[src/rtl/down_timer.sv]
// Loadable, pausable down-counter with terminal-count Tick.
// Optional auto-reload turns it into a periodic rate divider.
module down_timer #(
   parameter int WIDTH = 8
) (
   input  logic             Clock,
   input  logic             Reset,
   input  logic             Load,
   input  logic [WIDTH-1:0] LoadValue,
   input  logic             Enable,
   input  logic             AutoReload,
   output logic [WIDTH-1:0] CounterValue,
   output logic             Tick,
   output logic             Busy,
   output logic             Done
);

   typedef enum logic [1:0] {
      IDLE = 2'd0,
      RUN  = 2'd1,
      DONE = 2'd2
   } state_t;

   localparam logic [WIDTH-1:0] ZERO = '0;
   localparam logic [WIDTH-1:0] ONE  = {{(WIDTH-1){1'b0}}, 1'b1};

   state_t           state_q;
   logic [WIDTH-1:0] count_q;
   logic [WIDTH-1:0] reload_q;
   logic             tick_q;

   always_ff @(posedge Clock) begin
      if (Reset) begin
         state_q  <= IDLE;
         count_q  <= ZERO;
         reload_q <= ZERO;
         tick_q   <= 1'b0;
      end else if (Load) begin
         count_q  <= LoadValue;
         reload_q <= LoadValue;
         tick_q   <= 1'b0;
         state_q  <= (LoadValue != ZERO) ? RUN : IDLE;
      end else begin
         tick_q <= 1'b0;
         unique case (state_q)
            RUN: begin
               if (Enable) begin
                  if (count_q == ONE) begin
                     tick_q <= 1'b1;
                     if (AutoReload) begin
                        count_q <= reload_q;
                     end else begin
                        count_q <= ZERO;
                        state_q <= DONE;
                     end
                  end else if (count_q != ZERO) begin
                     // Zero guard keeps the count from ever wrapping.
                     count_q <= count_q - ONE;
                  end
               end
            end
            IDLE, DONE: begin
               count_q <= count_q;
            end
            default: begin
               state_q <= IDLE;
            end
         endcase
      end
   end

   assign CounterValue = count_q;
   assign Tick         = tick_q;
   assign Busy         = (state_q == RUN);
   assign Done         = (state_q == DONE);

endmodule

[config.mk]
export PLATFORM = sky130hd
export DESIGN_NAME = down_timer
export DESIGN_NICKNAME = d
export VERILOG_FILES = /design/src/rtl/down_timer.sv
export SDC_FILE = /design/constraint.sdc
export NUM_CORES = 1
export LEC_CHECK = 0
export CAP_MARGIN = 20
export CORE_MARGIN = 1.5
export CORE_UTILIZATION = 52
export CTS_BUF_LIST = sky130_fd_sc_hd__clkbuf_8
export CTS_CLUSTER_SIZE = 40
export DETAILED_ROUTE_END_ITERATION = 8
export PLACE_DENSITY = 0.77
export REMOVE_ABC_BUFFERS = 1
export SETUP_SLACK_MARGIN = 0.4
export SLEW_MARGIN = 10
export SYNTH_ARGS = -nofsm -noshare
export SYNTH_HDL_FRONTEND = slang
export SYNTH_SLANG_ARGS = --single-unit
[constraint.sdc]
create_clock -name Clock -period 2.6 [get_ports Clock]
set_clock_uncertainty 0.2 [all_clocks]
set_input_delay 0.26 -clock Clock [delete_from_list [all_inputs] [get_ports Clock]]
set_output_delay 0.26 -clock Clock [all_outputs]
set_load 0.03 [all_outputs]
==> out/qor.csv <==
stage,metric,value,unit
synth,synth_top_cell_by_area,dfxtp_1,
worst_setup_path,regToRegEndpoint,CounterValue[6],
synth,yosys_warnings,0,
clock_network,cts.sinks,19,
grt,grt_pass1_vias,1099,
worst_setup_path,rr_worst_depth,6,
grt,antenna_found_initial,0,
sta,maxSlewViolCount,0,
routing,avgViaCountPerCell,6.06,
power,clkPwrFrac,28.1,%
layout,drive_above_1_share,10.2,%
sta,rsz0062_at_grt,no,
placed_design,post_dp_cell_area,1360,um2
sta,setup_tns,0,ns
synth,yosys.cell_types.count,41,
clock_network,numCtsBuffers,3,
placed_design,hpwl,2.03,mm
layout,finish.instance_area,1410,um2
power,swShare,31.3,%
grt,grt_use_met2,37.4,%
grt,overflow,0,
floorplanning,rows,16,
power,peakVddDrop,0.415,mV
layout,fillers,155,
layout,regArea,382,um2
synth,synth_top_area_share,34.0,%
synth,synth_edf_count,0,
power,p_int,0.497,mW
power,power.net_switching,0.227,mW
layout,mostFrequentLayoutCells,"clkdlybuf4s50_1, dfxtp_1, nor2_1",
synth,synth_area_leaders,"dfxtp_1, mux2i_1, nor2_1",
layout,areaGrowthSynthToFinish,26.4,%
worst_setup_path,worstSetupPathType,flip-flop to flip-flop,
worst_setup_path,critPathMaxFanout,6,
routing,wirelength,2.82,mm
sta,fmax,482,MHz
power,power_leakage,0.513,nW
worst_setup_path,arrival,2.02,ns
worst_setup_path,path_delay_family,simple AND/OR/NAND/NOR gates,
placed_design,numPortBuffers,23,
min_path,holdCritPathClass,flip-flop to flip-flop,
floorplanning,ioPinCount,24,
clock_network,h-tree-depth,1,
worst_setup_path,cp-startpoint,CounterValue[1],
sta,setup_viol,0,
layout,fin_nets,174,
clock_network,cts_tree,yes,
floorplanning,initial_core_util,55.8,%
synth,synth_ff_type,dfxtp_1,
power,power_density,512,nW/um2
sta,period_needed,2.07,ns
grt,grt_max_degree,15,
worst_setup_path,cp_cell_sequence,"inv_1, ha_2, or4b_4, a21oi_1, o21ai_0, a32o_1",
worst_setup_path,critPathCapture,CounterValue[6],
clock_network,clock_latency,0.26,ns
grt,grt_use_met1,36.6,%
synth,synth_cells,135,
routing,first_pass_iters,4,
worst_setup_path,reg2reg_from,CounterValue[1],
grt,use_met3,3.68,%
floorplanning,die_h,49.4,um
routing,drtAntennaViolNets,0,
grt,grt_pass1_wl,4.94,mm
worst_setup_path,worstSetupStartpointType,flip-flop,
layout,final_common_cell,clkdlybuf4s50_1,
synth,yosysSeqAreaShare,34.0,%
worst_setup_path,cp_slowest_cell,or4b_4,
synth,synth-async-reset-ratio,0,%
worst_setup_path,timing.critical_path.depth,6,
routing,drc,0,
routing,wire_per_inst,15.3,um
synth,syn_area_per_cell,8.28,um2
power,seqPwrFrac,45.7,%
clock_network,clockBufferDepth,2,
worst_setup_path,critPathRequiredTime,2.55,ns
worst_setup_path,critPathMaxStageDelay,0.54,ns
clock_network,root_buffer,clkbuf_8,
sta,worst_pin_slew,0.523,ns
power,power_frac_comb,26.2,%
synth,syn_area,1120,um2
worst_setup_path,endpoint_kind,flip-flop,
sta,fin_crit_sh,79.8,%
floorplanning,core,2000,um2
routing,vias,1115,
worst_setup_path,crit_buf_inv,1,
grt,track_usage,25.8,%
floorplanning,die-area,2440,um2
routing,drt_iter0_markers,45,
layout,diodes,0,
sta,hold_slack,0.273,ns
outcome,outcome,completed,
synth,synth_seq_cells,19,
clock_network,holdBufCountCts,0,
floorplanning,die_x,49.4,um
placed_design,gp_congestion,0.873,
clock_network,path_clk_slew,0.07,ns
job,max-cap-violations,0,
grt,top_usage_layer,met2,
sta,slew_headroom,65.0,%
layout,multiInputGateArea,669,um2
sta,hold_violations,0,
worst_setup_path,rrSetupSlack,0.53,ns
power by group through the flow:
stage / Combinational (mW) / Sequential (mW) / Clock (mW)
after floorplan: 0.0909 / 0.349 / 0
after global routing: 0.207 / 0.334 / 0.222
after CTS: 0.186 / 0.330 / 0.203
after global placement: 0.183 / 0.336 / 0
after detailed placement: 0.184 / 0.336 / 0
final: 0.189 / 0.331 / 0.203
worst min-delay path by stage:
stage                startpoint           to  slack [ns]  depth (start not counted)
finish              reload_q[4]  reload_q[4]        0.27                          2
global route        reload_q[4]  reload_q[4]        0.31                          2
CTS                 reload_q[4]  reload_q[4]        0.27                          2
detailed placement  reload_q[4]  reload_q[4]        0.26                          2
global placement    reload_q[4]  reload_q[4]        0.26                          2
floorplan                 Reset  reload_q[4]        0.13                          1
routing by layer:
layer	wire, um	part of all wire [%]	vias to the layer above
met1	1370	49	523
met3	167	5.9	4
met2	1230	44	43
li1	-	-	545
met5	0	0	-
met4	44	1.6	0
through the flow:
stage                     instances  power (mW)  setup slack, ns  util [%]
after floorplan                 127       0.440            0.454         -
after global placement          180       0.519            0.430      67.9
after detailed placement        180       0.521            0.437      67.9
after CTS                       184       0.719            0.469      70.1
after global routing            184       0.762            0.403      70.6
final                           184       0.723            0.526      70.6
timing repair:
item,in CTS,in global routing
resized for setup,0,3
buffers inserted,0,0
hold endpoints to repair,0,0
endpoints found under the setup margin,0,5
final cells by class:
cell class	instances	share of cell area, %
Sequential cell	19	27.0
Clock buffer	3	2.92
Clock inverter	1	0.266
Tap cell	27	2.39
Multi-Input combinational cell	100	47.4
Inverter	8	2.13
Timing Repair Buffer	26	17.9
cell families (layout without fill, tap and decap cells):
group | after synthesis | count (layout) | share of synthesized area (%)
AOI/OAI and AO/OA | 40 | 40 | 25.2
xor gates and xnor gates | 1 | 1 | 0.784
adders and majority gates | 3 | 3 | 3.36
buffers and inverters | 16 | 38 | 6.72
DFF | 19 | 19 | 34.0
muxes | 6 | 6 | 5.38
and+or+nand+nor | 50 | 50 | 24.5
worst reg2reg max path, delay by kind of cell (launching register included):
family / cells / cell delay [ns]
flip-flops: 1 / 0.38
buffers and inverters: 1 / 0.12
AND/OR/NAND/NOR: 1 / 0.54
AO/OA/AOI/OAI: 3 / 0.52
adder cells (fa/ha/maj): 1 / 0.23
Yosys cell counts (2+ instances only):
| library cell | instances |
|---|---|
| mux2i_1 | 6 |
| a31oi_1 | 4 |
| nor3_1 | 3 |
| nand3_1 | 3 |
| inv_1 | 8 |
| o21ai_0 | 4 |
| o211ai_1 | 2 |
| nor2b_1 | 3 |
| a32o_1 | 2 |
| nor4_1 | 4 |
| a21oi_1 | 9 |
| ha_1 | 3 |
| or2_2 | 2 |
| buf_6 | 2 |
| clkbuf_1 | 6 |
| nor2_1 | 14 |
| nor3_2 | 2 |
| a311oi_1 | 3 |
| dfxtp_1 | 19 |
| nand2_1 | 11 |
| a221oi_1 | 2 |
| a211o_1 | 3 |
| o31ai_1 | 2 |
flip-flops by register name, indices dropped and copies added (netlist names):
name / flops
CounterValue: 8
reload_q: 8
state_q: 2
Tick: 1
Power figures use the tool's default switching activity.
